File: src/rtl/mem_stage_if.sv
// Data-memory bus between the memory stage and the data memory.
//
// Handshake: the master raises dmem_req, together with stable dmem_we,
// dmem_addr, dmem_be and dmem_wdata, in every cycle of the request phase.
// The request is accepted on a rising edge where dmem_gnt is high. For a
// read, the slave later returns the data with dmem_rvalid high for one cycle,
// and dmem_rdata is qualified by that pulse. A read response that arrives
// before the grant, or while no access is in flight, is ignored. Writes get
// no response phase.
interface mem_stage_if;
  logic        dmem_req;
  logic        dmem_we;
  logic [31:0] dmem_addr;
  logic [3:0]  dmem_be;
  logic [31:0] dmem_wdata;
  logic        dmem_gnt;
  logic        dmem_rvalid;
  logic [31:0] dmem_rdata;

  modport master (
    output dmem_req,
    output dmem_we,
    output dmem_addr,
    output dmem_be,
    output dmem_wdata,
    input  dmem_gnt,
    input  dmem_rvalid,
    input  dmem_rdata
  );

  modport slave (
    input  dmem_req,
    input  dmem_we,
    input  dmem_addr,
    input  dmem_be,
    input  dmem_wdata,
    output dmem_gnt,
    output dmem_rvalid,
    output dmem_rdata
  );
endinterface

File: src/rtl/mem_stage.sv
// Pipeline memory stage (EX/ME -> ME/WB).
// Non-memory ops pass through with one cycle of latency. Loads and stores
// run a three-state bus FSM (IDLE -> REQ -> WAIT). A bus-timeout counter
// aborts an access after MAX_WAIT REQ/WAIT cycles with bus_err_out set.
// Optional feature: define MEM_STAGE_MISALIGN_TRAP_EN to trap misaligned
// halfword/word accesses in IDLE instead of issuing them with the offending
// low address bits ignored.
module mem_stage #(
  parameter int MAX_WAIT = 15
) (
  input  logic        clock,
  input  logic        reset,
  // EX/ME register
  input  logic        valid_in,
  input  logic [31:0] pc_in,
  input  logic [31:0] instruction_in,
  input  logic [31:0] alu_res_in,
  input  logic [31:0] reg_2_in,
  output logic        stall_out,
  // data-memory bus
  mem_stage_if.master dmem,
  // ME/WB register
  output logic        valid_out,
  output logic [31:0] pc_out,
  output logic [31:0] instruction_out,
  output logic [31:0] alu_res_out,
  output logic [31:0] mem_res_out,
  output logic        bus_err_out,
  output logic        misalign_out,
  // FSM state for observation
  output logic [1:0]  dbg_state_o
);

  localparam logic [6:0] OPC_LOAD  = 7'b0000011;
  localparam logic [6:0] OPC_STORE = 7'b0100011;
  // Counter only ever holds 0 .. MAX_WAIT-1; reaching MAX_WAIT aborts.
  localparam int CW = (MAX_WAIT < 2) ? 1 : $clog2(MAX_WAIT);
  localparam logic [CW-1:0] CNT_LAST = CW'(MAX_WAIT - 1);

`ifdef MEM_STAGE_MISALIGN_TRAP_EN
  localparam bit TRAP_EN = 1'b1;
`else
  localparam bit TRAP_EN = 1'b0;
`endif

  typedef enum logic [1:0] {
    S_IDLE = 2'd0,
    S_REQ  = 2'd1,
    S_WAIT = 2'd2
  } state_t;

  // Access size is funct3[1:0]: 00 byte, 01 halfword, otherwise word.
  // funct3[2] selects zero-extension for loads.

  // Byte lane where the access starts; ignored low bits are dropped here.
  function automatic logic [1:0] lane_off(input logic [1:0] size,
                                          input logic [1:0] lo);
    case (size)
      2'b00:   lane_off = lo;
      2'b01:   lane_off = {lo[1], 1'b0};
      default: lane_off = 2'b00;
    endcase
  endfunction

  function automatic logic [3:0] byte_en(input logic [1:0] size,
                                         input logic [1:0] off);
    case (size)
      2'b00:   byte_en = 4'b0001 << off;
      2'b01:   byte_en = 4'b0011 << off;
      default: byte_en = 4'b1111;
    endcase
  endfunction

  // Store data is replicated across lanes so byte enables pick the right one.
  function automatic logic [31:0] store_data(input logic [1:0]  size,
                                             input logic [31:0] d);
    case (size)
      2'b00:   store_data = {4{d[7:0]}};
      2'b01:   store_data = {2{d[15:0]}};
      default: store_data = d;
    endcase
  endfunction

  function automatic logic [31:0] load_ext(input logic [1:0]  size,
                                           input logic        uns,
                                           input logic [31:0] rdata,
                                           input logic [1:0]  off);
    logic [31:0] lane;
    lane = rdata >> {off, 3'b000};
    case (size)
      2'b00:   load_ext = uns ? {24'd0, lane[7:0]}  : {{24{lane[7]}}, lane[7:0]};
      2'b01:   load_ext = uns ? {16'd0, lane[15:0]} : {{16{lane[15]}}, lane[15:0]};
      default: load_ext = lane;
    endcase
  endfunction

  function automatic logic misaligned(input logic [1:0] size,
                                      input logic [1:0] lo);
    misaligned = (size == 2'b01 && lo[0]) || (size[1] && lo != 2'b00);
  endfunction

  // FSM and counter
  state_t        state_q, state_d;
  logic [CW-1:0] cnt_q, cnt_d;

  // access captured when a load/store is accepted in IDLE
  logic [31:0] addr_q, data_q, pc_q, instr_q;
  logic [2:0]  f3_q;
  logic        store_q;

  // ME/WB register
  logic        valid_q, valid_d;
  logic [31:0] pc_out_q, pc_out_d;
  logic [31:0] instr_out_q, instr_out_d;
  logic [31:0] alu_out_q, alu_out_d;
  logic [31:0] mem_out_q, mem_out_d;
  logic        bus_err_q, bus_err_d;
  logic        misalign_q, misalign_d;

  // combinational control
  logic        stall_c;
  logic        accept_c;
  logic        done_c;

  // decode of the op waiting in the EX/ME register
  logic [6:0]  in_opc;
  logic        in_load, in_store, in_mem, in_trap;

  assign in_opc   = instruction_in[6:0];
  assign in_load  = (in_opc == OPC_LOAD);
  assign in_store = (in_opc == OPC_STORE);
  assign in_mem   = in_load || in_store;
  assign in_trap  = TRAP_EN && in_mem &&
                    misaligned(instruction_in[13:12], alu_res_in[1:0]);

  // Next-state, counter and ME/WB register inputs; defaults first.
  always_comb begin
    state_d     = state_q;
    cnt_d       = cnt_q;
    stall_c     = 1'b0;
    accept_c    = 1'b0;
    done_c      = 1'b0;
    valid_d     = 1'b0;
    bus_err_d   = 1'b0;
    misalign_d  = 1'b0;
    pc_out_d    = pc_out_q;
    instr_out_d = instr_out_q;
    alu_out_d   = alu_out_q;
    mem_out_d   = mem_out_q;

    case (state_q)
      S_IDLE: begin
        if (valid_in) begin
          if (in_mem && !in_trap) begin
            // start a bus access; upstream holds until it completes
            accept_c = 1'b1;
            stall_c  = 1'b1;
            state_d  = S_REQ;
            cnt_d    = '0;
          end else begin
            // pass-through (or trapped misaligned access) in one cycle
            valid_d     = 1'b1;
            misalign_d  = in_trap;
            pc_out_d    = pc_in;
            instr_out_d = instruction_in;
            alu_out_d   = alu_res_in;
            mem_out_d   = '0;
          end
        end
      end

      S_REQ, S_WAIT: begin
        // A store finishes on its grant, a load on its read data. A load
        // grant only moves to WAIT and still counts toward the timeout.
        done_c = (state_q == S_REQ) ? (dmem.dmem_gnt && store_q)
                                    : dmem.dmem_rvalid;
        if (done_c || cnt_q == CNT_LAST) begin
          // completion wins over timeout in the same cycle
          state_d     = S_IDLE;
          valid_d     = 1'b1;
          bus_err_d   = !done_c;
          pc_out_d    = pc_q;
          instr_out_d = instr_q;
          alu_out_d   = addr_q;
          mem_out_d   = (done_c && !store_q)
                        ? load_ext(f3_q[1:0], f3_q[2], dmem.dmem_rdata,
                                   lane_off(f3_q[1:0], addr_q[1:0]))
                        : '0;
        end else begin
          stall_c = 1'b1;
          cnt_d   = cnt_q + CW'(1);
          if (state_q == S_REQ && dmem.dmem_gnt) state_d = S_WAIT;
        end
      end

      default: state_d = S_IDLE;
    endcase
  end

  // FSM state and timeout counter
  always_ff @(posedge clock or posedge reset) begin
    if (reset) begin
      state_q <= S_IDLE;
      cnt_q   <= '0;
    end else begin
      state_q <= state_d;
      cnt_q   <= cnt_d;
    end
  end

  // Capture the accepted access so the EX/ME register may change afterwards.
  always_ff @(posedge clock or posedge reset) begin
    if (reset) begin
      addr_q  <= '0;
      data_q  <= '0;
      pc_q    <= '0;
      instr_q <= '0;
      f3_q    <= '0;
      store_q <= 1'b0;
    end else if (accept_c) begin
      addr_q  <= alu_res_in;
      data_q  <= reg_2_in;
      pc_q    <= pc_in;
      instr_q <= instruction_in;
      f3_q    <= instruction_in[14:12];
      store_q <= in_store;
    end
  end

  // ME/WB output register
  always_ff @(posedge clock or posedge reset) begin
    if (reset) begin
      valid_q     <= 1'b0;
      pc_out_q    <= '0;
      instr_out_q <= '0;
      alu_out_q   <= '0;
      mem_out_q   <= '0;
      bus_err_q   <= 1'b0;
      misalign_q  <= 1'b0;
    end else begin
      valid_q     <= valid_d;
      pc_out_q    <= pc_out_d;
      instr_out_q <= instr_out_d;
      alu_out_q   <= alu_out_d;
      mem_out_q   <= mem_out_d;
      bus_err_q   <= bus_err_d;
      misalign_q  <= misalign_d;
    end
  end

  // Reset also masks the combinational handshake outputs right away.
  assign stall_out = stall_c && !reset;

  assign dmem.dmem_req   = (state_q == S_REQ) && !reset;
  assign dmem.dmem_we    = (state_q == S_REQ) && store_q;
  assign dmem.dmem_addr  = {addr_q[31:2], 2'b00};
  assign dmem.dmem_be    = byte_en(f3_q[1:0], lane_off(f3_q[1:0], addr_q[1:0]));
  assign dmem.dmem_wdata = store_data(f3_q[1:0], data_q);

  assign valid_out       = valid_q;
  assign pc_out          = pc_out_q;
  assign instruction_out = instr_out_q;
  assign alu_res_out     = alu_out_q;
  assign mem_res_out     = mem_out_q;
  assign bus_err_out     = bus_err_q;
  assign misalign_out    = misalign_q;
  assign dbg_state_o     = state_q;

endmodule

File: src/flat_wrapper.sv
// flat-port wrapper written by rule: the top's interface ports become plain ports
module mem_stage_flat 
#(
  parameter int MAX_WAIT = 15
)
  (clock, reset, valid_in, pc_in, instruction_in, alu_res_in, reg_2_in, stall_out, valid_out, pc_out, instruction_out, alu_res_out, mem_res_out, bus_err_out, misalign_out, dbg_state_o, dmem_dmem_req, dmem_dmem_we, dmem_dmem_addr, dmem_dmem_be, dmem_dmem_wdata, dmem_dmem_gnt, dmem_dmem_rvalid, dmem_dmem_rdata);
  mem_stage_if dmem_i ();
  input  logic clock;
  input  logic reset;
  input  logic valid_in;
  input  logic [31:0] pc_in;
  input  logic [31:0] instruction_in;
  input  logic [31:0] alu_res_in;
  input  logic [31:0] reg_2_in;
  output logic stall_out;
  output logic valid_out;
  output logic [31:0] pc_out;
  output logic [31:0] instruction_out;
  output logic [31:0] alu_res_out;
  output logic [31:0] mem_res_out;
  output logic bus_err_out;
  output logic misalign_out;
  output logic [1:0] dbg_state_o;
  output wire logic [$bits(dmem_i.dmem_req)-1:0] dmem_dmem_req;
  output wire logic [$bits(dmem_i.dmem_we)-1:0] dmem_dmem_we;
  output wire logic [$bits(dmem_i.dmem_addr)-1:0] dmem_dmem_addr;
  output wire logic [$bits(dmem_i.dmem_be)-1:0] dmem_dmem_be;
  output wire logic [$bits(dmem_i.dmem_wdata)-1:0] dmem_dmem_wdata;
  input wire logic [$bits(dmem_i.dmem_gnt)-1:0] dmem_dmem_gnt;
  input wire logic [$bits(dmem_i.dmem_rvalid)-1:0] dmem_dmem_rvalid;
  input wire logic [$bits(dmem_i.dmem_rdata)-1:0] dmem_dmem_rdata;
  assign dmem_dmem_req = dmem_i.dmem_req;
  assign dmem_dmem_we = dmem_i.dmem_we;
  assign dmem_dmem_addr = dmem_i.dmem_addr;
  assign dmem_dmem_be = dmem_i.dmem_be;
  assign dmem_dmem_wdata = dmem_i.dmem_wdata;
  assign dmem_i.dmem_gnt = dmem_dmem_gnt;
  assign dmem_i.dmem_rvalid = dmem_dmem_rvalid;
  assign dmem_i.dmem_rdata = dmem_dmem_rdata;
  mem_stage #(.MAX_WAIT(MAX_WAIT)) u_core (.clock(clock), .reset(reset), .valid_in(valid_in), .pc_in(pc_in), .instruction_in(instruction_in), .alu_res_in(alu_res_in), .reg_2_in(reg_2_in), .stall_out(stall_out), .dmem(dmem_i), .valid_out(valid_out), .pc_out(pc_out), .instruction_out(instruction_out), .alu_res_out(alu_res_out), .mem_res_out(mem_res_out), .bus_err_out(bus_err_out), .misalign_out(misalign_out), .dbg_state_o(dbg_state_o));
endmodule
File: config.mk
export PLATFORM = sky130hd
export DESIGN_NAME = mem_stage_flat
export DESIGN_NICKNAME = d
export VERILOG_FILES = /design/src/rtl/mem_stage_if.sv /design/src/rtl/mem_stage.sv /design/src/flat_wrapper.sv
export SDC_FILE = /design/constraint.sdc
export NUM_CORES = 1
export LEC_CHECK = 0
export CAP_MARGIN = 20
export CORE_MARGIN = 2
export CORE_UTILIZATION = 52
export CTS_CLUSTER_SIZE = 10
export DETAILED_ROUTE_END_ITERATION = 8
export GPL_TIMING_DRIVEN = 0
export PLACE_DENSITY = 0.93
export SYNTH_ARGS = -nofsm -noshare
export SYNTH_HDL_FRONTEND = slang
export SYNTH_SLANG_ARGS = --single-unit
File: constraint.sdc
create_clock -name clock -period 15.6 [get_ports clock]
set_input_delay 4.68 -clock clock [delete_from_list [all_inputs] [get_ports clock]]
set_output_delay 4.68 -clock clock [all_outputs]
set_load 0.02 [all_outputs]
Word-level counts from Yosys, hierarchy flattened
Cells that the tools add are included.

storage, ports and cells
  input bits = 165
  bits in registers = 268
  output and inout bits = 204

cells by class
  equal/unequal tests = 12
  muxes and demuxes = 46
  add/sub/neg operators = 1
  reductions and logical operators = 18
  shifts and indexed selects = 3

operators by type and width
  kind                 count
  $mux 32              15
  $pmux 32 s2          6
  $shr 32x5->32        1
  $pmux 4 s2           2
  $mux 2               6
  $mux 4               3
  $mux 1               10
  $pmux 2 s2           2
  $reduce_and 4->1     2
  $eq 7x2->1 const B   1
  $eq 7x6->1 const B   1
  $logic_and 1x1->1    6
  $ne 2x2->1 const B   3
  $add 4x1->4 const B  1
  $eq 2x1->1 const B   2
  $eq 4x4->1 const B   1
  $logic_not 2->1      2
  $ne 2x1->1 const B   2
  $pmux 1 s2           2
  $shl 1x2->4 const A  1
  $shl 2x2->4 const A  1
  $logic_not 1->1      3
  $ne 3x1->1 const B   1
  $reduce_and 3->1     1
  other kinds (4)      5

Logic depth before layout (Yosys ltp)
Gate-level depths: netlist of the first run.

  depth after elaboration = 11
  gate-level depth with buffers = 13
  depth with buffers taken out = 7

Worst setup path before layout of the first run
No wires, ideal clock.

  path type = input-to-output
  from = input port instruction_in[3]
  to = output port stall_out
  path buffers = 2
  cell stages on the path = 6
  setup slack = 4.806 ns
  arrival = 6.114 ns
  data required time = 10.920 ns
  cell sequence = nor4_1 and3_1 clkbuf_2 nand3_1 clkbuf_1 a211oi_1

between the ends
  word-level cells in the longest chain between the ends = 6
  elaborated cells on any way between the ends = 7

RTL lines
  what                                      RTL line                            RTL
  from (decl)                               flat_wrapper.sv:12                  input logic [31:0] instruction_in;
  $eq 7x2->1 or $eq 7x6->1 (tied branches)  mem_stage.sv:130, mem_stage.sv:131
  $logic_or 1x1->1 (*)                      mem_stage.sv:132                    assign in_mem = in_load || in_store;
  $mux 1 (*)                                mem_stage.sv:154                    if (in_mem && !in_trap) begin
  $mux 1 (*)                                mem_stage.sv:153                    if (valid_in) begin
  $pmux 1 s2 (*)                            mem_stage.sv:151                    case (state_q)
  $logic_and 1x1->1 (*)                     mem_stage.sv:252                    assign stall_out = stall_c && !reset;
  to (decl)                                 flat_wrapper.sv:15                  output logic stall_out;

Every way passes the cells marked *; elsewhere a longest branch is shown, timed or not.

Final worst setup path of the first run
Same ends and word-level chain as after synthesis.

==> metrics.md, run 1 <==
| Metric | Value |
|---|---|
| Initial DRC count | `901` |
| Post-synth EDFFs | `0` |
| Endpoint of the worst-slack reg-to-reg timing path | `u_core.alu_res_out[7]$_DFFE_PP0P_` |
| CTS tree | `built` |
| Worst setup margin | `3.66 ns` |
| Row Count | `56` |
| Layout fillers | `1556` |
| Yosys cell types | `56` |
| Max Root-Sink Buffers | `3` |
| Placed insts | `2001` |
| Routed WL per cell | `20.8 um` |
| Initial antenna violation count | `2` |
| Max Clock Skew | `0.0104 ns` |
| Switching pwr | `1.36 mW` |
| Register area share after synthesis | `0.534` |
| Crit Path Class | `in -> out` |
| Clock Sinks | `265` |
| Via/cell ratio | `5.57` |
| Worst slew margin | `0.324` |
| 1st-pass router iterations | `7` |
| Met1 Use GR | `0.383` |
| Kind of path behind the tightest hold check | `reg -> reg` |
| Layout area overhead | `39.8%` |
| Pleak | `7.99 nW` |
| Reg2reg path depth | `6` |
| Slew Viols, Final | `0` |
| GRT Resource Usage Total | `0.336` |
| Non-filler instance count after layout | `2037` |
| Worst setup SP type | `input port` |
| Avg Inst Size Synth | `9.46 um^2` |
| Status | `finished clean` |
| Critical Path Start | `instruction_in[3]` |
| Final hold violations | `0` |
| Setup-failing EPs final | `0` |
| Routed vias | `11.3k` |
| Layout cells sized above 1 | `0.0833` |
| Core area | `23500 um^2` |
| Sw Ratio | `0.407` |
| Routed Antenna Nets | `0` |
| Sequential share of power | `0.310` |
| Setup WS pre-CTS | `3.66 ns` |
| Initial Utilization | `0.529` |
| Synth warn | `0` |
| DRC violations left | `0` |
| WP data required | `10.92 ns` |
| Yosys reg bits | `265` |
| Placed wire-length estimate | `30100 um` |
| Port bufs | `365` |
| # nets final | `1885` |
| Critical Path End Type | `primary output` |
| Maximum resistive drop on vdd | `0.000153 V` |
| Power share of the clock group | `0.186` |
| Chip height | `159 um` |
| Busiest grt layer | `met2` |
| Ratio of final minimum period to clock period | `0.766` |
| P_int | `1.99 mW` |
| Largest net degree at the start of global routing | `111` |
| Critical path peak fanout | `10` |
| TritonCTS Buffers | `30` |
| Syn Std Cell Area | `12400 um^2` |
| FFs w/ async S/R, synth | `1.00` |
| Post-CTS resize count | `0` |
| Clock Latency Late Sink | `0.55 ns` |
| Die Span X | `159 um` |
| Max Fclk | `0.0837 GHz` |
| Worst path arrival time | `7.26 ns` |
| Worst setup path endpoint | `stall_out` |
| H-tree Lvls | `1` |
| Clk slew on worst S/H paths | `0.05 ns` |
| Minimum clock period | `11.94 ns` |
| Power Density | `193 nW/um^2` |
| Root Driver | `clkbuf_16` |
| Hold buffers post-CTS | `0` |
| Die area | `25200 um^2` |
| Logic gate share of total power | `0.504` |
| GRT met2 Usage | `0.570` |
| Measured slew at the worst slew-check pin | `1.01 ns` |
| Postcts setup bufs | `0` |
| Vias in the first global route | `11.8k` |
| Aggregate negative setup slack | `0 ns` |
| R2R setup slack | `12.74 ns` |
| RSZ-0062 raised after global routing | `no` |
| Dominant synthesized flop cell | `dfrtp_1` |
| Overflow after GRT | `0` |
| Max cap viols | `0` |
| Met3 Track Usage GR | `0.108` |
| I/O Pins | `369` |
| Routed WL | `42500 um` |
| First-pass GRT wire length | `64400 um` |
| Synthesized instance count | `1313` |
| Reg-to-Reg Start | `u_core.dbg_state_o[0]$_DFFE_PP0P_` |
| Gpl congestion | `0.899` |
-- power groups by stage --
stage	clock, mW	sequential, mW	combinational, mW
after floorplan	0	1.18	0.816
after detailed placement	0	1.04	1.66
after global placement	0	1.03	1.61
final	0.622	1.04	1.69
after CTS	0.627	1.03	1.68
after global routing	0.653	1.06	1.80
-- cell families after synthesis --
family,after synthesis,synth area share
and+or+nand+nor,592,0.195
other,1,0.000302
DFF,265,0.534
buffers and inverters,141,0.0667
muxes,127,0.111
AOI/OAI and AO/OA,181,0.0870
adders and majority gates,6,0.00604
-- flip-flops by register name, indices dropped and copies added, names as in the netlist, 2 cells and up --
register / cells
u_core.addr_q: 32
u_core.alu_res_out: 32
u_core.cnt_q: 4
u_core.data_q: 32
u_core.dbg_state_o: 2
u_core.instr_q: 32
u_core.instruction_out: 32
u_core.mem_res_out: 32
u_core.pc_out: 32
u_core.pc_q: 32
-- metal layers --
layer / part of all wire / wire (um)
met5: 0 / 0
met4: 0.052 / 2210
met3: 0.099 / 4210
met2: 0.48 / 20600
met1: 0.36 / 15500
-- worst min-delay path by stage --
stage,from,slack (ns),cells after the start,endpoint
6_report,u_core.instr_q[0]$_DFFE_PP0P_,0.46,1,u_core.instr_q[0]$_DFFE_PP0P_
2_1_floorplan,u_core.instr_q[0]$_DFFE_PP0P_,0.43,1,u_core.instr_q[0]$_DFFE_PP0P_
3_3_place_gp,u_core.instr_q[0]$_DFFE_PP0P_,0.45,1,u_core.instr_q[0]$_DFFE_PP0P_
4_1_cts,u_core.instr_q[0]$_DFFE_PP0P_,0.47,1,u_core.instr_q[0]$_DFFE_PP0P_
3_5_place_dp,u_core.instr_q[0]$_DFFE_PP0P_,0.45,1,u_core.instr_q[0]$_DFFE_PP0P_
5_1_grt,u_core.instr_q[1]$_DFFE_PP0P_,0.49,1,u_core.instr_q[1]$_DFFE_PP0P_
-- synthesized netlist by cell type, drive strengths merged, types with 3 or more instances --
cell type,count,area (um^2)
a21oi,5,28.8
o21ai,126,631
nor2,13,51.3
and2,23,144
a21o,6,45.0
clkbuf,52,196
nand3,11,55.1
a31o,16,140
buf,76,583
mux4,7,158
nor3,7,35.0
nor2b,5,31.3
nand4,3,18.8
dfrtp,265,6630
a22o,8,70.1
nand2b,20,133
mux2,16,180
nand2,499,1870
inv,13,48.8
mux2i,104,1040
ha,6,75.1
a221oi,4,41.3
and3,3,23.8
-- cells in the final DEF, fill, tap and decap left out, drive strengths merged, types with 11 or more instances in the layout --
cell / count
o21ai: 126
inv: 13
clkbuf: 86
buf: 78
a31o: 16
nor2: 13
and2: 23
nand2: 499
mux2i: 104
nand2b: 20
mux2: 16
dfrtp: 265
clkdlybuf4s50: 365
nand3: 11
-- cell type report --
cell class                      count  area, um^2  area share
Sequential cell                   265        6630       0.382
Inverter                           13        56.3     0.00324
Multi-Input combinational cell    909        4980       0.287
Antenna cell                        2        5.00    0.000288
Timing Repair Buffer              367        3710       0.214
Clock buffer                       34         807      0.0465
Tap cell                          319         399      0.0230
Buffer                            128         779      0.0449
-- stage by stage --
stage / util / power, mW / cell area, um^2 / hold WS (ns)
2_1_floorplan: - / 2.00 / 12400 / 0.434
3_3_place_gp: 0.702 / 2.64 / 16500 / 0.453
3_5_place_dp: 0.705 / 2.70 / 16600 / 0.453
4_1_cts: 0.740 / 3.34 / 17400 / 0.469
5_1_grt: 0.740 / 3.51 / 17400 / 0.491
6_report: 0.740 / 3.35 / 17400 / 0.462
-- worst max-delay path, cell delays in order --
cell and delay (ns):
clkdlybuf4s50_1 0.43, nor4_1 0.29, and3_1 0.22, clkbuf_2 0.20
nand3_1 0.11, clkbuf_1 0.31, a211oi_1 0.33, clkdlybuf4s50_1 0.69
Note: power is estimated with default switching activity, not from simulation.
==> run 2: changes to the inputs <==
CORE_UTILIZATION = 48   (was 52)
PLACE_DENSITY = 0.87   (was 0.93)
clock period = 11.1 ns   (was 15.6 ns; I/O delays follow)
==> run 2 against run 1 <==
Net effect:
- clock-buffer cell count is 2 higher
- clock skew is 0.0025 ns higher
- sequential share of layout area is 0.16 points lower
- global-route usage is 3.5 points lower
- wire length is 3.2% lower
- non-clock buffer count is 1 higher
- worst hold slack better by 0.012 ns
- first-iteration DRC count is 4.0% higher
- power is 41% higher
- flip-flop and latch count stayed put
- worst setup slack worse by 1.8 ns
- combinational power is 38% higher
- critical path type unchanged
- largest cell class unchanged
==> metrics.md, run 2 (synthesis gave the netlist of run 1 again) <==
| Metric | Value |
|---|---|
| Status | `finished clean` |
| Crit Path Class | `in -> out` |
| GRT Resource Usage Total | `0.301` |
| Critical path peak fanout | `10` |
| Setup WS pre-CTS | `1.81 ns` |
| Overflow after GRT | `0` |
| I/O Pins | `369` |
| Vias in the first global route | `11.5k` |
| WP data required | `7.77 ns` |
| Die area | `27200 um^2` |
| Max Clock Skew | `0.0129 ns` |
| Minimum clock period | `9.28 ns` |
| Multi-input gate area | `4970 um^2` |
| Tot Pwr | `4.72 mW` |
| Measured slew at the worst slew-check pin | `0.945 ns` |
| RSZ-0062 raised after global routing | `no` |
| Critical Path End Type | `primary output` |
| Initial DRC count | `937` |
| Power Density | `270 nW/um^2` |
| Storage element area | `6630 um^2` |
| Layout fillers | `1848` |
| Routed vias | `11.1k` |
| Routed WL | `41100 um` |
| Max Fclk | `0.108 GHz` |
| Highest-count cells in the layout ignoring fill and taps | `nand2_1, clkdlybuf4s50_1, dfrtp_1` |
| Slew Viols, Final | `0` |
| Worst path arrival time | `5.95 ns` |
| Chip height | `165 um` |
| Hold buffers post-CTS | `0` |
| Core area | `25300 um^2` |
| # nets final | `1887` |
| DRC violations left | `0` |
| Placed wire-length estimate | `29600 um` |
| Initial antenna violation count | `2` |
| Clk slew on worst S/H paths | `0.05 ns` |
| Post-CTS resize count | `0` |
| Clock Sinks | `265` |
| Port bufs | `365` |
| H-tree Lvls | `1` |
| Via/cell ratio | `5.41` |
| Largest net degree at the start of global routing | `129` |
| Worst setup margin | `1.82 ns` |
| R2R setup slack | `8.39 ns` |
| 1st-pass router iterations | `7` |
| Routed Antenna Nets | `0` |
| Layout area overhead | `40.4%` |
| Die Span X | `165 um` |
| Worst setup SP type | `input port` |
| CTS tree | `built` |
| Ratio of final minimum period to clock period | `0.836` |
| Row Count | `58` |
| Kind of path behind the tightest hold check | `reg -> reg` |
| Setup-failing EPs final | `0` |
| Worst slew margin | `0.370` |
| Layout cells sized above 1 | `0.0854` |
| Maximum resistive drop on vdd | `0.000193 V` |
| Root Driver | `clkbuf_16` |
| Max Root-Sink Buffers | `3` |
| Commonest non-fill, non-tap cell in the layout | `nand2_1` |
| Final hold violations | `0` |
| First-pass GRT wire length | `62600 um` |
| Postcts setup bufs | `0` |
| Pleak | `8.03 nW` |
| TritonCTS Buffers | `31` |
| Routed WL per cell | `20.0 um` |
| Clock Latency Late Sink | `0.56 ns` |
| Gpl congestion | `0.881` |
| Initial Utilization | `0.491` |
| Max cap viols | `0` |
run 2: final timing paths:
path	to	cells after the start	start
max reg2reg	u_core.alu_res_out[20]$_DFFE_PP0P_	7	u_core.dbg_state_o[1]$_DFFE_PP0P_
min	u_core.pc_q[18]$_DFFE_PP0P_	2	u_core.pc_q[18]$_DFFE_PP0P_
max in group asynchronous	u_core.pc_out[3]$_DFFE_PP0P_	3	reset
min in group asynchronous	u_core.instr_q[18]$_DFFE_PP0P_	2	reset
max	stall_out	8	instruction_in[2]
min reg2reg	u_core.pc_q[18]$_DFFE_PP0P_	2	u_core.pc_q[18]$_DFFE_PP0P_
run 2: per-layer routing:
layer,GRT usage,share of wire
met3,0.0924,0.10
met5,0,0
met2,0.520,0.48
met4,0.108,0.035
met1,0.355,0.38
run 2: worst max-delay path, stage by stage:
cell and delay, ns:
clkdlybuf4s50_1 0.45, nor4_1 0.30, and3_1 0.24, clkbuf_2 0.21, nand3_1 0.11, clkbuf_1 0.31, a211oi_1 0.30, clkdlybuf4s50_1 0.68
run 2: power breakdown:
part	internal [mW]	switching [mW]
combinational	1.02	1.32
clock	0.536	0.381
sequential	1.27	0.187
total	2.83	1.89
run 2: per-stage QoR:
step / util / hold WS (ns) / area (um^2) / setup TNS, ns / std cells
after CTS: 0.688 / 0.475 / 17400 / 0 / 2052
after global routing: 0.689 / 0.495 / 17400 / 0 / 2054
final: 0.689 / 0.473 / 17400 / 0 / 2054
after floorplan: - / 0.434 / 12400 / 0 / 1315
after detailed placement: 0.654 / 0.462 / 16600 / 0 / 2013
after global placement: 0.652 / 0.452 / 16500 / -727.04 / 2010
run 2: layout make-up:
| cell class | instances | share of cell area |
|---|---|---|
| buffer | 128 | 0.0447 |
| sequential | 265 | 0.380 |
| timing repair buffer | 368 | 0.213 |
| inverter | 13 | 0.00323 |
| clock buffer | 36 | 0.0473 |
| clock inverter | 3 | 0.00251 |
| antenna | 2 | 0.000287 |
| multi-input combinational | 909 | 0.285 |
| tap | 330 | 0.0237 |
==> RTL change 1, RTL diff (config.mk and constraints of run 2) <==
The output `bus_err_out` loses its register stage (`bus_err_q` becomes a continuous assignment).
--- a/src/rtl/mem_stage.sv
+++ b/src/rtl/mem_stage.sv
@@ -235,7 +235,6 @@
       instr_out_q <= '0;
       alu_out_q   <= '0;
       mem_out_q   <= '0;
-      bus_err_q   <= 1'b0;
       misalign_q  <= 1'b0;
     end else begin
       valid_q     <= valid_d;
@@ -243,10 +242,11 @@
       instr_out_q <= instr_out_d;
       alu_out_q   <= alu_out_d;
       mem_out_q   <= mem_out_d;
-      bus_err_q   <= bus_err_d;
       misalign_q  <= misalign_d;
     end
   end
+
+  assign bus_err_q = bus_err_d;
 
   // Reset also masks the combinational handshake outputs right away.
   assign stall_out = stall_c && !reset;
Formal check against the unedited RTL: no difference found for any inputs over 4 cycles, from zero or initial values and one cycle with reset high; that may be too few to reach the edited logic, so the function may still have changed.
==> RTL change 1 against run 2 <==
- total power decreased by 7.3%
- fmax down 2.5%
- final area down 0.86%
- critical path type unchanged
- setup slack worse by 240 ps
- routed wire length down 11%
- worst hold slack got worse by 6.9 ps
- area after synthesis fell by 0.97%
- sequential cell count decreased by 1
==> RTL change 1: results (changes against run 2) <==
Outcome
  • Status: finished clean (unchanged)

Synth
  • Sequential element share of the synthesized area: 53.7% (was 53.4%)
  • FFs w/ async S/R, synth: 100% (unchanged)
  • Synth area leaders: dfrtp_1 (54%), mux2_2 (13%), mux2i_1 (8.5%) (was dfrtp_1 (53%), nand2_1 (15%), mux2i_1 (8.4%))
  • Synth cell count leaders: dfrtp_1 (264), nand2_1 (158), mux2_2 (139) (was nand2_1 (499), dfrtp_1 (265), o21ai_0 (109))

Power
  • Maximum VDD drop: 141 uV (was 193 uV)
  • P_leak: 7.52 nW (was 8.03 nW)
  • Switching Share: 38.4% (was 40.1%)

Min path
  • Worst Hold End: u_core.instr_q[0] (was u_core.pc_q[18])
  • Hold Crit Depth: 1 (was 2)
  • Hold Startpoint: u_core.instr_q[0] (was u_core.pc_q[18])

Worst setup path
  • Reg-to-Reg End: u_core.mem_res_out[24] (was u_core.alu_res_out[20])
  • FF-to-FF setup slack: 8090 ps (was 8390 ps)
  • Cells on worst reg2reg path: 8 (was 7)

Global routing
  • Antenna violations before repair: 5 (was 2)
  • Vias in the first global route: 10,300 (was 11,500)
  • GRT Util Overall: 26.8% (was 30.1%)
  • Largest net degree at the start of global routing: 133 (was 129)

Place
  • DP Wirelength: 26,600 um (was 29,600 um)
  • Gp weighted congestion: 0.815 (was 0.881)
  • DP Worst Slack: 1550 ps (was 1810 ps)

Finish
  • Fin nets: 1,619 (was 1,887)

Route
  • DR vias/cell: 5.41 (about the same)
  • DRT Pass-1 Iters: 6 (was 7)
  • Total Routed Length: 36,700 um (was 41,100 um)
  • Initial DRC Count: 604 (was 937)

STA
  • Final Skew: 6.61 ps (was 12.9 ps)
  • Rel. slew slack: 33.6% (was 37.0%)
[RTL change 1: cell types whose count changed after synthesis, sizes merged, moves of 13 or more]
cell	run 2	this run
o31ai	2	16
nand2b	20	7
nand2	499	158
and2	23	5
a31o	16	0
mux2	16	139
nor2b	5	20
clkbuf	52	31
[RTL change 1: layout make-up]
cell class	instances	share of cell area (%)
Antenna cell	4	0.0579
Timing Repair Buffer	367	21.4
Multi-Input combinational cell	663	28.9
Sequential cell	264	38.2
Tap cell	330	2.39
Clock inverter	3	0.109
Inverter	9	0.239
Clock buffer	40	4.74
Buffer	112	3.95
[RTL change 1: how the worst max path moves through the flow]
stage / startpoint / end / slack, ps / cells after the start
global route: instruction_in[2] / stall_out / 1380 / 8
floorplan: reset / u_core.addr_q[0] / 500 / 1
finish: instruction_in[2] / stall_out / 1580 / 8
CTS: instruction_in[2] / stall_out / 1530 / 8
global placement: reset / u_core.mem_res_out[2] / -2820 / 2
detailed placement: instruction_in[2] / stall_out / 1550 / 8
[RTL change 1: logic make-up (layout without fill, tap and decap cells)]
family                     Yosys count  count (layout)  share of synthesized area, %
and+or+nand+nor                    218             218                          7.90
muxes                              252             252                          22.7
other                                1               7                        0.0305
buffers and inverters              121             531                          5.83
DFF                                264             264                          53.7
AOI/OAI and AO/OA                  184             184                          9.27
adders and majority gates            6               6                         0.610
[RTL change 1: layer usage]
| metal | wire length [um] | vias up | GRT usage [%] |
|---|---|---|---|
| met2 | 18500 | 373 | 47.3 |
| li1 | - | 4403 | - |
| met4 | 1410 | 0 | 9.69 |
| met3 | 2850 | 87 | 6.74 |
| met1 | 13900 | 4829 | 31.6 |
| met5 | 0 | - | 0 |
[RTL change 1: metrics by stage]
step	cells	TNS (ps)	total power, mW	hold WS (ps)	instance area [um^2]
finish	1792	0	4.37	466	17300
global route	1790	0	4.60	481	17300
CTS	1788	0	4.40	470	17300
floorplan	1048	0	2.59	434	12300
global placement	1743	-741400	3.43	451	16400
detailed placement	1745	0	3.50	453	16400
[RTL change 1: power groups by stage]
stage | clock, mW | sequential, mW | combinational (mW)
floorplan | 0 | 1.65 | 0.936
global placement | 0 | 1.43 | 2.01
detailed placement | 0 | 1.44 | 2.06
CTS | 0.900 | 1.43 | 2.07
global route | 0.944 | 1.46 | 2.20
finish | 0.889 | 1.43 | 2.05
[RTL change 1: critical path, stage by stage]
cell and delay [ps]:
clkdlybuf4s50_1 450, nor4_2 420, and3_1 240, nand3_1 190, buf_2 270, clkbuf_1 310, a211oi_1 310, clkdlybuf4s50_1 680
==> RTL change 2, RTL diff (flow settings as in run 2) <==
Without the edit above. `TRAP_EN`: 1'b0 -> 1'b1.
--- a/src/rtl/mem_stage.sv
+++ b/src/rtl/mem_stage.sv
@@ -40,7 +40,7 @@
 `ifdef MEM_STAGE_MISALIGN_TRAP_EN
   localparam bit TRAP_EN = 1'b1;
 `else
-  localparam bit TRAP_EN = 1'b0;
+  localparam bit TRAP_EN = 1'b1;
 `endif
 
   typedef enum logic [1:0] {
Formal check against the unedited RTL: not equivalent (a bounded check fails within 4 cycles, from zero or initial values and one cycle with reset high).
==> RTL change 2 against run 2 <==
- sequential share of layout area rose by 0.53 points
- total power down 17%
- die area is 1.3% lower
- setup slack got worse by 350 ps
- final area fell by 1.0%
- sequential cell count increased by 1
- clock power down 1%
- area after synthesis shrank 1.3%
- routed wire length is 0.63% lower
- first-iteration DRC count is 11% higher
- register-to-register slack worse by 710 ps
- core utilization decreased by 0.10 points
- non-clock buffer count down 5
==> RTL change 2: results (changes against run 2) <==
Outcome
  • Status: finished clean (unchanged)

Global routing
  • GRT Util Overall: 29.9% (was 30.1%)
  • Antenna violations before repair: 1 (was 2)
  • First-pass GRT wire length: 62,300 um (was 62,600 um)
  • Vias in the first global route: 11,400 (was 11,500)
  • Largest net degree at the start of global routing: 98 (was 129)

Synth
  • Synth area leaders: dfrtp_1 (54%), nand2_1 (16%), mux2i_1 (9.1%) (was dfrtp_1 (53%), nand2_1 (15%), mux2i_1 (8.4%))
  • Sequential element share of the synthesized area: 54.3% (was 53.4%)
  • Synth warn: 0 (unchanged)
  • Synth Flop Type: dfrtp_1 (unchanged)
  • Library cells used by synthesis: 45 (was 56)
  • Synth cell count leaders: nand2_1 (518), dfrtp_1 (266), mux2i_1 (111) (was nand2_1 (499), dfrtp_1 (265), o21ai_0 (109))
  • FFs w/ async S/R, synth: 100% (unchanged)

Route
  • Initial DRC Count: 1,039 (was 937)
  • Routed vias: 11,200 (was 11,100)
  • Total Routed Length: 40,800 um (was 41,100 um)
  • DRC viols: 0 (unchanged)
  • DRT Pass-1 Iters: 5 (was 7)

STA
  • Rel. slew slack: 37.5% (was 37.0%)
  • Final Skew: 8.86 ps (was 12.9 ps)

Place
  • DP Area: 16,400 um^2 (was 16,600 um^2)
  • Gp weighted congestion: 0.886 (was 0.881)
  • DP Wirelength: 29,500 um (was 29,600 um)
  • Buffers added on ports: 366 (was 365)

Worst setup path
  • FF-to-FF setup slack: 7680 ps (was 8390 ps)
  • CP peak stage delay: 650 ps (was 680 ps)
  • Reg-to-Reg End: u_core.alu_res_out[28] (was u_core.alu_res_out[20])
  • CP max stage cell: clkdlybuf4s50_1 (unchanged)
  • Worst reg2reg startpoint: u_core.dbg_state_o[1] (unchanged)
  • Arrival time at the worst endpoint: 6300 ps (was 5950 ps)

Min path
  • Worst Hold End: u_core.instr_q[0] (was u_core.pc_q[18])
  • Hold Startpoint: u_core.instr_q[0] (was u_core.pc_q[18])
  • Hold Crit Depth: 1 (was 2)

Clocking
  • Clk_lat worst skew: 550 ps
  • Max clock buf depth: 3 (unchanged)
  • CTS HTree Levels: 1 (unchanged)
  • CTS clk-pin slew, worst paths: 60 ps

Power
  • P_leak: 7.93 nW (was 8.03 nW)
  • Maximum VDD drop: 179 uV (was 193 uV)

Finish
  • Share of layout cells above drive strength 1: 7.69% (was 8.54%)
  • Fin nets: 1,879 (was 1,887)
## RTL change 2: cell types whose count changed after synthesis, sizes merged, moves of 5 or more
cell	change
mux2i	+7
nor3	-5
a22o	-5
nand2	+19
mux4	-5
and2	-17
a31o	-16
o31ai	+18
buf	-5
o211ai	+5
nor2b	+12
nand2b	-11
## RTL change 2: critical path: cells and delay by family
family | cells | cell delay (ps)
and+or+nand+nor | 2 | 850
AOI/OAI and AO/OA | 2 | 700
buffers and inverters | 3 | 1410
## RTL change 2: per-stage QoR
stage | std cells | power [mW] | setup slack, ps | hold WS [ps] | setup TNS (ps)
finish | 2048 | 3.90 | 1470 | 469 | 0
global route | 2048 | 4.09 | 1360 | 488 | 0
CTS | 2047 | 3.92 | 1470 | 474 | 0
detailed placement | 2005 | 3.00 | 1470 | 457 | 0
global placement | 2003 | 2.95 | -2890 | 450 | -765080
floorplan | 1307 | 2.21 | 445 | 434 | 0
## RTL change 2: layout make-up
type	instances	area, um^2
antenna	1	2.50
buffer	123	704
clock buffer	41	853
clock inverter	1	8.76
fill	1859	7840
inverter	12	52.6
multi-input combinational	906	4860
sequential	266	6660
tap	330	413
timing repair buffer	368	3720
## RTL change 2: report_power, final
| part | internal (mW) | total (mW) | switching, mW |
|---|---|---|---|
| clock | 0.524 | 0.906 | 0.382 |
| combinational | 0.714 | 1.64 | 0.922 |
| sequential | 1.21 | 1.36 | 0.151 |
| total | 2.45 | 3.90 | 1.45 |
## RTL change 2: worst max-delay path by stage
stage,from,to,slack (ps),cells past startpoint
2_1_floorplan,reset,u_core.addr_q[0],440,1
3_3_place_gp,reset,u_core.addr_q[28],-2890,2
3_5_place_dp,instruction_in[3],stall_out,1470,7
4_1_cts,instruction_in[3],stall_out,1470,7
5_1_grt,instruction_in[3],stall_out,1360,7
6_report,instruction_in[3],stall_out,1470,7
## RTL change 2: cell families (layout without fill, tap and decap cells)
group           count (synthesis)  in the layout  share of synthesized area (%)
simple gates                  579            579                           18.8
flops                         266            266                           54.3
compound gates                186            186                           8.92
buf+inv                       135            545                           6.11
mux                           133            133                           11.3
fa+ha+maj                       6              6                          0.612
other cells                     1              3                         0.0306
## RTL change 2: metal layers
metal / global-route usage (%) / vias up / part of all wire, %
met5: 0 / - / 0
met4: 12.7 / 0 / 4.7
met3: 8.23 / 129 / 9.2
met2: 50.7 / 556 / 48
met1: 35.8 / 5472 / 38
li1: - / 5050 / -
